<file path="config.mk">
export PLATFORM = sky130hd
export DESIGN_NAME = bp_resolve_flat
export DESIGN_NICKNAME = d
export VERILOG_FILES = /design/src/rtl/bp_resolve_if.sv /design/src/rtl/bp_resolve.sv /design/src/flat_wrapper.sv
export SDC_FILE = /design/constraint.sdc
export NUM_CORES = 1
export LEC_CHECK = 0
export BUFFER_PORTS_ARGS = -buffer_cell sky130_fd_sc_hd__buf_2
export CAP_MARGIN = 0
export CORE_ASPECT_RATIO = 0.5
export CORE_MARGIN = 3
export CORE_UTILIZATION = 45
export DETAILED_ROUTE_END_ITERATION = 7
export GPL_ROUTABILITY_DRIVEN = 0
export HOLD_SLACK_MARGIN = 0.06
export PLACE_DENSITY = 0.81
export SYNTH_ARGS = -nofsm -noshare
export SYNTH_HDL_FRONTEND = slang
export SYNTH_SLANG_ARGS = --single-unit
</file>
<file path="constraint.sdc">
create_clock -name clk -period 3.8 [get_ports clk]
set_input_delay 0.57 -clock clk [delete_from_list [all_inputs] [get_ports clk]]
set_output_delay 0.57 -clock clk [all_outputs]
set_load 0.01 [all_outputs]
</file>
<file path="src/rtl/bp_resolve_if.sv">
// Bundle between the predictor/pipeline side and the branch resolution unit.
// The slave modport is the resolver; the master modport is the pipeline that drives it.
interface bp_resolve_if #(
  parameter int unsigned HASH_WIDTH = 3,
  parameter int unsigned CNT_WIDTH  = 32
);
  logic [31:0]           pcF;
  logic                  pcsrcPF;
  logic                  stallD;
  logic                  stallE;
  logic                  stallM;
  logic                  flushD;
  logic                  flushE;
  logic                  flushM;
  logic                  branchD;
  logic                  pcsrcM;
  logic [31:0]           branch_targetM;
  logic [31:0]           pc_fallthroughM;
  logic [HASH_WIDTH-1:0] hashed_pcF;
  logic                  pred_takenD;
  logic                  branchM;
  logic [HASH_WIDTH-1:0] hashed_pcM;
  logic                  pcsrcPM;
  logic                  mispredictM;
  logic [31:0]           redirect_pcM;
  logic [CNT_WIDTH-1:0]  branch_cnt;
  logic [CNT_WIDTH-1:0]  miss_cnt;

  modport slave (
    input  pcF, pcsrcPF, stallD, stallE, stallM, flushD, flushE, flushM,
    input  branchD, pcsrcM, branch_targetM, pc_fallthroughM,
    output hashed_pcF, pred_takenD, branchM, hashed_pcM, pcsrcPM,
    output mispredictM, redirect_pcM, branch_cnt, miss_cnt
  );

  modport master (
    output pcF, pcsrcPF, stallD, stallE, stallM, flushD, flushE, flushM,
    output branchD, pcsrcM, branch_targetM, pc_fallthroughM,
    input  hashed_pcF, pred_takenD, branchM, hashed_pcM, pcsrcPM,
    input  mispredictM, redirect_pcM, branch_cnt, miss_cnt
  );
endinterface

</file>
<file path="src/rtl/bp_resolve.sv">
// Carries global-history predictions from Fetch to Memory, resolves them against the
// real outcome, drives the predictor update strobe and keeps saturating statistics.
module bp_resolve #(
  parameter int unsigned HASH_WIDTH = 3,
  parameter int unsigned CNT_WIDTH  = 32
) (
  input logic         clk,
  input logic         rst,
  bp_resolve_if.slave bp
);

  logic [HASH_WIDTH-1:0] d_hash_q, e_hash_q, m_hash_q;
  logic                  d_pred_q, e_pred_q, m_pred_q;
  logic                  e_branch_q, m_branch_q;
  logic [CNT_WIDTH-1:0]  branch_cnt_q, miss_cnt_q;

  logic branch_res;
  logic miss_res;

  assign bp.hashed_pcF = bp.pcF[2 +: HASH_WIDTH] ^ bp.pcF[2+HASH_WIDTH +: HASH_WIDTH];

  // Strobe only when the branch actually leaves M, so a stalled branch updates once.
  assign branch_res = m_branch_q & ~bp.stallM;
  assign miss_res   = branch_res & (m_pred_q ^ bp.pcsrcM);

  always_comb begin
    bp.pred_takenD  = d_pred_q & bp.branchD;
    bp.branchM      = branch_res;
    bp.hashed_pcM   = m_hash_q;
    bp.pcsrcPM      = m_pred_q;
    bp.mispredictM  = miss_res;
    bp.redirect_pcM = '0;
    if (miss_res) begin
      bp.redirect_pcM = bp.pcsrcM ? bp.branch_targetM : bp.pc_fallthroughM;
    end
    bp.branch_cnt   = branch_cnt_q;
    bp.miss_cnt     = miss_cnt_q;
  end

  always_ff @(posedge clk) begin
    if (rst) begin
      d_hash_q     <= '0;
      d_pred_q     <= 1'b0;
      e_hash_q     <= '0;
      e_pred_q     <= 1'b0;
      e_branch_q   <= 1'b0;
      m_hash_q     <= '0;
      m_pred_q     <= 1'b0;
      m_branch_q   <= 1'b0;
      branch_cnt_q <= '0;
      miss_cnt_q   <= '0;
    end else begin
      if (bp.flushD) begin
        d_hash_q <= '0;
        d_pred_q <= 1'b0;
      end else if (!bp.stallD) begin
        d_hash_q <= bp.hashed_pcF;
        d_pred_q <= bp.pcsrcPF;
      end

      if (bp.flushE) begin
        e_hash_q   <= '0;
        e_pred_q   <= 1'b0;
        e_branch_q <= 1'b0;
      end else if (!bp.stallE) begin
        e_hash_q   <= d_hash_q;
        e_pred_q   <= d_pred_q;
        e_branch_q <= bp.branchD;
      end

      if (bp.flushM) begin
        m_hash_q   <= '0;
        m_pred_q   <= 1'b0;
        m_branch_q <= 1'b0;
      end else if (!bp.stallM) begin
        m_hash_q   <= e_hash_q;
        m_pred_q   <= e_pred_q;
        m_branch_q <= e_branch_q;
      end

      if (branch_res && (branch_cnt_q != '1)) begin
        branch_cnt_q <= branch_cnt_q + 1'b1;
      end
      if (miss_res && (miss_cnt_q != '1)) begin
        miss_cnt_q <= miss_cnt_q + 1'b1;
      end
    end
  end

endmodule

</file>
<file path="src/flat_wrapper.sv">
// flat-port wrapper written by rule: the top's interface ports become plain ports
module bp_resolve_flat 
#(
  parameter int unsigned HASH_WIDTH = 3,
  parameter int unsigned CNT_WIDTH  = 32
)
  (clk, rst, bp_pcF, bp_pcsrcPF, bp_stallD, bp_stallE, bp_stallM, bp_flushD, bp_flushE, bp_flushM, bp_branchD, bp_pcsrcM, bp_branch_targetM, bp_pc_fallthroughM, bp_hashed_pcF, bp_pred_takenD, bp_branchM, bp_hashed_pcM, bp_pcsrcPM, bp_mispredictM, bp_redirect_pcM, bp_branch_cnt, bp_miss_cnt);
  bp_resolve_if #(.HASH_WIDTH(HASH_WIDTH), .CNT_WIDTH(CNT_WIDTH)) bp_i ();
  input logic clk;
  input logic rst;
  input wire logic [$bits(bp_i.pcF)-1:0] bp_pcF;
  input wire logic [$bits(bp_i.pcsrcPF)-1:0] bp_pcsrcPF;
  input wire logic [$bits(bp_i.stallD)-1:0] bp_stallD;
  input wire logic [$bits(bp_i.stallE)-1:0] bp_stallE;
  input wire logic [$bits(bp_i.stallM)-1:0] bp_stallM;
  input wire logic [$bits(bp_i.flushD)-1:0] bp_flushD;
  input wire logic [$bits(bp_i.flushE)-1:0] bp_flushE;
  input wire logic [$bits(bp_i.flushM)-1:0] bp_flushM;
  input wire logic [$bits(bp_i.branchD)-1:0] bp_branchD;
  input wire logic [$bits(bp_i.pcsrcM)-1:0] bp_pcsrcM;
  input wire logic [$bits(bp_i.branch_targetM)-1:0] bp_branch_targetM;
  input wire logic [$bits(bp_i.pc_fallthroughM)-1:0] bp_pc_fallthroughM;
  output wire logic [$bits(bp_i.hashed_pcF)-1:0] bp_hashed_pcF;
  output wire logic [$bits(bp_i.pred_takenD)-1:0] bp_pred_takenD;
  output wire logic [$bits(bp_i.branchM)-1:0] bp_branchM;
  output wire logic [$bits(bp_i.hashed_pcM)-1:0] bp_hashed_pcM;
  output wire logic [$bits(bp_i.pcsrcPM)-1:0] bp_pcsrcPM;
  output wire logic [$bits(bp_i.mispredictM)-1:0] bp_mispredictM;
  output wire logic [$bits(bp_i.redirect_pcM)-1:0] bp_redirect_pcM;
  output wire logic [$bits(bp_i.branch_cnt)-1:0] bp_branch_cnt;
  output wire logic [$bits(bp_i.miss_cnt)-1:0] bp_miss_cnt;
  assign bp_i.pcF = bp_pcF;
  assign bp_i.pcsrcPF = bp_pcsrcPF;
  assign bp_i.stallD = bp_stallD;
  assign bp_i.stallE = bp_stallE;
  assign bp_i.stallM = bp_stallM;
  assign bp_i.flushD = bp_flushD;
  assign bp_i.flushE = bp_flushE;
  assign bp_i.flushM = bp_flushM;
  assign bp_i.branchD = bp_branchD;
  assign bp_i.pcsrcM = bp_pcsrcM;
  assign bp_i.branch_targetM = bp_branch_targetM;
  assign bp_i.pc_fallthroughM = bp_pc_fallthroughM;
  assign bp_hashed_pcF = bp_i.hashed_pcF;
  assign bp_pred_takenD = bp_i.pred_takenD;
  assign bp_branchM = bp_i.branchM;
  assign bp_hashed_pcM = bp_i.hashed_pcM;
  assign bp_pcsrcPM = bp_i.pcsrcPM;
  assign bp_mispredictM = bp_i.mispredictM;
  assign bp_redirect_pcM = bp_i.redirect_pcM;
  assign bp_branch_cnt = bp_i.branch_cnt;
  assign bp_miss_cnt = bp_i.miss_cnt;
  bp_resolve #(.HASH_WIDTH(HASH_WIDTH), .CNT_WIDTH(CNT_WIDTH)) u_core (.clk(clk), .rst(rst), .bp(bp_i));
endmodule
</file>
======== Word level (Yosys, flattened, before mapping) ========
Cells that the tools add are included.
word-level totals
  register bits ........................... 78
  word-level logic and storage cells ...... 27
  bits of input ports ..................... 107
  output and inout port bits .............. 106
operators by class
  bitwise operators ....................... 6
  reductions and logical operators ........ 5
  equal/unequal tests ..................... 2
  add/subtract/negate cells ............... 2
  mux-type cells .......................... 2
operators with widths
  operator                                       number
  adder 32 x 1 -> 32 bit, second input constant  2
  two-way mux 32 bit                             2
  != test 32 bit, second input constant          2
  OR reduction 2 bit                             3
  AND 1 bit                                      3
  bitwise XOR 3 bit                              1
  logical AND 1 bit                              2
  NOT 1 bit                                      1
  bitwise XOR 1 bit                              1

======== Longest topological paths before layout ========
  depth in word-level cells ............... 4
  depth in mapped cells ................... 8
  mapped depth without buffers ............ 7

======== Least setup slack after synthesis ========
Ideal clock, no wire load.
  path type ............................... input port to output port
  start ................................... input port bp_stallM
  end ..................................... output port bp_redirect_pcM[10]
  arrival time ............................ 1.862 ns
  stages .................................. 7
  setup slack ............................. 1.368 ns
  cell sequence ........................... buf_2 nand2b_1 inv_1 nand2_1 clkbuf_1 buf_1 nor2_1
between the ends
  cells in the longest elaborated chain, start to end .. 4
ends and longest elaborated chain
  item                RTL line            source
  start: declaration  flat_wrapper.sv:15  input wire logic [$bits(bp_i.stallM)-1:0] bp_stallM;
  NOT 1 bit           bp_resolve.sv:23    assign branch_res = m_branch_q & ~bp.stallM;
  AND 1 bit           bp_resolve.sv:23
  net bp_branchM      flat_wrapper.sv:25  output wire logic [$bits(bp_i.branchM)-1:0] bp_branchM;
  AND 1 bit           bp_resolve.sv:24    assign miss_res = branch_res & (m_pred_q ^ bp.pcsrcM);
  two-way mux 32 bit  bp_resolve.sv:33    if (miss_res) begin
  end: declaration    flat_wrapper.sv:29  output wire logic [$bits(bp_i.redirect_pcM)-1:0] bp_redirect_pcM;
The timed path passes the listed nets, and every way through them passes these cells.

======== Worst setup path in the final report ========
  start ................................... input port bp_stallM
  end ..................................... output port bp_mispredictM
between the ends
  cells in the longest elaborated chain, start to end .. 3
ends and longest elaborated chain
  item              RTL line            source
  NOT 1 bit         bp_resolve.sv:23
  AND 1 bit         bp_resolve.sv:23
  AND 1 bit         bp_resolve.sv:24
  end: declaration  flat_wrapper.sv:28  output wire logic [$bits(bp_i.mispredictM)-1:0] bp_mispredictM;
No other way between the ends.

==> summary.txt <==
Clock tree
  – CTS buffer count: 9
  – Clock sink total: 78
  – Worst skew pair latency: 0.34 ns
  – Cts repair resizes: 0
  – Root buf cell: clkbuf_16
  – Htree depth: 3
  – CTS tree: yes
  – Worst-case clock buffer depth: 2
  – # hold bufs at CTS: 0
  – Reg clk slew, reported paths: 0.05 ns
  – Post-CTS Setup Bufs: 0

GRT
  – GRT overflow: 0
  – Largest net degree at the start of global routing: 51
  – Number of global-route vias before repair: 4235
  – Initial antenna violation count: 0
  – Total GRT Usage: 22.6%
  – First-pass GRT wire length: 20500 um

STA
  – TNS Setup: 0 ns
  – Final period utilization: 67.7%
  – Final hold vios: 0
  – Min Tclk post-route: 2.57 ns
  – Slew Limit Fails: 0
  – F_max: 0.389 GHz
  – Slew Limit Headroom: 40.5%
  – Final setup margin: 1.23 ns
  – Final setup vio count: 0
  – Hold_ws: 0.441 ns
  – Clock Skews: 0.00782 ns
  – RSZ-0062 raised after global routing: no
  – Slew @ Worst Pin: 0.887 ns

Place
  – Hpwl dp: 9750 um
  – Port Buffers: 186
  – Post-Place Setup Slack: 1.20 ns

Synthesis
  – Cell taking the most area after synthesis: dfxtp_1
  – Cell Area, Synth: 4380 um2
  – Area share of the largest cell type after synthesis: 35.7%
  – Post-synthesis async set-or-reset flop share: 0%
  – Top cells by area, synth: dfxtp_1, mux2i_1, nor2_1, a21oi_1, or3_1
  – Seq/Total Area, Yosys: 35.7%
  – Synth Net Count: 641
  – Yosys warns: 0
  – Post-synth EDFFs: 0
  – Yosys cell types: 51
  – Average cell area after synthesis: 8.23 um2
  – FF+latch count, synth: 78
  – Synth top cells by count: dfxtp_1, nor2_1, a21oi_1
  – Synth Instances: 532
  – Top FF cell, synth: dfxtp_1
  – Top-count cell post-synth: dfxtp_1

Power and ir drop
  – Max IR drop VDD: 207 uV
  – Leakage dissipation: 2.52 nW
  – Power Dens Cells: 317 nW/um2

Worst setup path
  – Flop2flop setup slack: 1.36 ns
  – Crit end category: output port
  – Setup crit start kind: primary input
  – Critical path class: primary input to output port
  – CP startpoint: bp_stallM
  – Worst R2R Start: u_core.bp.miss_cnt[6]
  – RR Endpoint: u_core.bp.miss_cnt[9]
  – Worst Setup EP: bp_mispredictM
  – Worst-path maximum fanout: 25
  – Worst path arrival time: 2.00 ns
  – WP data required: 3.23 ns
  – Worst reg-to-reg path cell count: 6

Route
  – Initial detailed-routing violation count: 238
  – WL per Instance: 15.4 um
  – Vias: 4742
  – Number of vias per cell: 5.64
  – Routed WL: 13000 um
  – DRC: 0
  – ANT nets after route: 0
  – Iteration count of the initial detailed-routing pass: 5

Cells and area
  – Layout cells sized above 1: 31.6%
  – Nets@finish: 815
  – Ant. Diodes: 0
  – Synth-to-Final Area Change: 30.2%

Die
  – Core area: 9070 um2
  – Die H: 75.8 um
  – Row count: 24
  – Die W: 146 um
  – Initial Utilization: 48.3%
  – I/O pin cnt: 213
  – Die Area: 11000 um2

Job
  – Max-cap violation count: 0

Worst hold path
  – Hold Crit Class: primary input to flop

Run status
  – Status: finished clean
power breakdown:
group / total, W / switching [W] / internal (W) / leakage (nW)
registers: 0.000822 / 0.00000175 / 0.000821 / 0.629
logic: 0.000116 / 0.0000579 / 0.0000586 / 1.75
clock network: 0.000870 / 0.000344 / 0.000527 / 0.142
total: 0.00181 / 0.000403 / 0.00141 / 2.52
area by class of cell:
cell class | instances | area, um2
clock buffer | 11 | 243
clock inverter | 5 | 58.8
fill | 840 | 3370
inverter | 11 | 41.3
multi-input combinational | 413 | 2640
sequential | 78 | 1560
tap | 130 | 163
timing repair buffer | 193 | 996
worst max-delay path: stages:
cell and delay [ns]:
buf_2 0.18, nand2b_1 0.14, inv_1 0.15, nand2_1 0.12, buf_4 0.26, clkinv_1 0.32, buf_2 0.25
layer usage:
metal / wire (um) / GRT usage, %
met4: 169 / 5.89
met5: 0 / 0
met1: 5480 / 27.4
met2: 6490 / 42.0
met3: 817 / 5.05
through the flow:
step / std cells / area [um2] / util [%] / total power (W)
finish: 841 / 5700 / 62.9 / 0.00181
CTS: 841 / 5700 / 62.9 / 0.00182
global route: 841 / 5700 / 62.9 / 0.00187
global placement: 825 / 5400 / 59.5 / 0.000955
detailed placement: 825 / 5400 / 59.5 / 0.000958
floorplan: 532 / 4380 / - / 0.000900
state kept, by name, indices dropped and copies added (netlist names):
name	flops
u_core.e_pred_q	1
u_core.bp.hashed_pcM	3
u_core.d_hash_q	3
u_core.bp.miss_cnt	32
u_core.e_branch_q	1
u_core.bp.branch_cnt	32
u_core.e_hash_q	3
u_core.bp.pcsrcPM	1
u_core.m_branch_q	1
u_core.d_pred_q	1
cell usage in the layout (no fill, tap or decap), types with 2 or more instances in the layout:
master and instances:
or2_2 2, inv_1 10, or3_1 31, and2_1 2, xnor2_1 2, buf_2 186
ha_1 2, o31ai_1 13, nand3b_1 2, and3_1 7, o41ai_1 2, or4_1 16
nand4_2 5, nand2_1 30, mux2i_1 44, clkbuf_16 9, nor3_1 14, o31a_1 2
nand4_1 22, nor2_1 62, a2111oi_0 3, o21ai_0 29, mux2_2 3, clkinvlp_4 2
a211oi_1 3, nand3_1 21, nor2b_1 3, xor2_1 9, dfxtp_1 78, and4_1 9
nor4_4 2, nor4_1 9, buf_4 6, o21ai_1 2, o21a_1 2, o211ai_1 3
a21oi_1 45
worst min path at each step:
| stage | start | endpoint | slack, ns | cells past startpoint |
|---|---|---|---|---|
| floorplan | u_core.d_hash_q[2] | u_core.d_hash_q[2] | 0.44 | 2 |
| global placement | u_core.d_hash_q[0] | u_core.d_hash_q[0] | 0.46 | 2 |
| detailed placement | u_core.d_hash_q[1] | u_core.d_hash_q[1] | 0.46 | 2 |
| CTS | bp_flushD | u_core.d_pred_q | 0.43 | 2 |
| global route | bp_flushD | u_core.d_pred_q | 0.45 | 2 |
| finish | bp_flushD | u_core.d_pred_q | 0.44 | 2 |
kinds of logic (layout without fill, tap and decap cells):
kind of cell | Yosys count | after routing | synth area share [%]
AND/OR/NAND/NOR | 243 | 243 | 31.6
adder cells (fa/ha/maj) | 2 | 2 | 0.571
buffers and inverters | 41 | 220 | 4.11
multiplexers | 48 | 48 | 11.2
XOR/XNOR | 11 | 11 | 2.20
flip-flops | 78 | 78 | 35.7
AO/OA/AOI/OAI | 109 | 109 | 14.7
No activity file was read; power rests on OpenSTA's default activity.
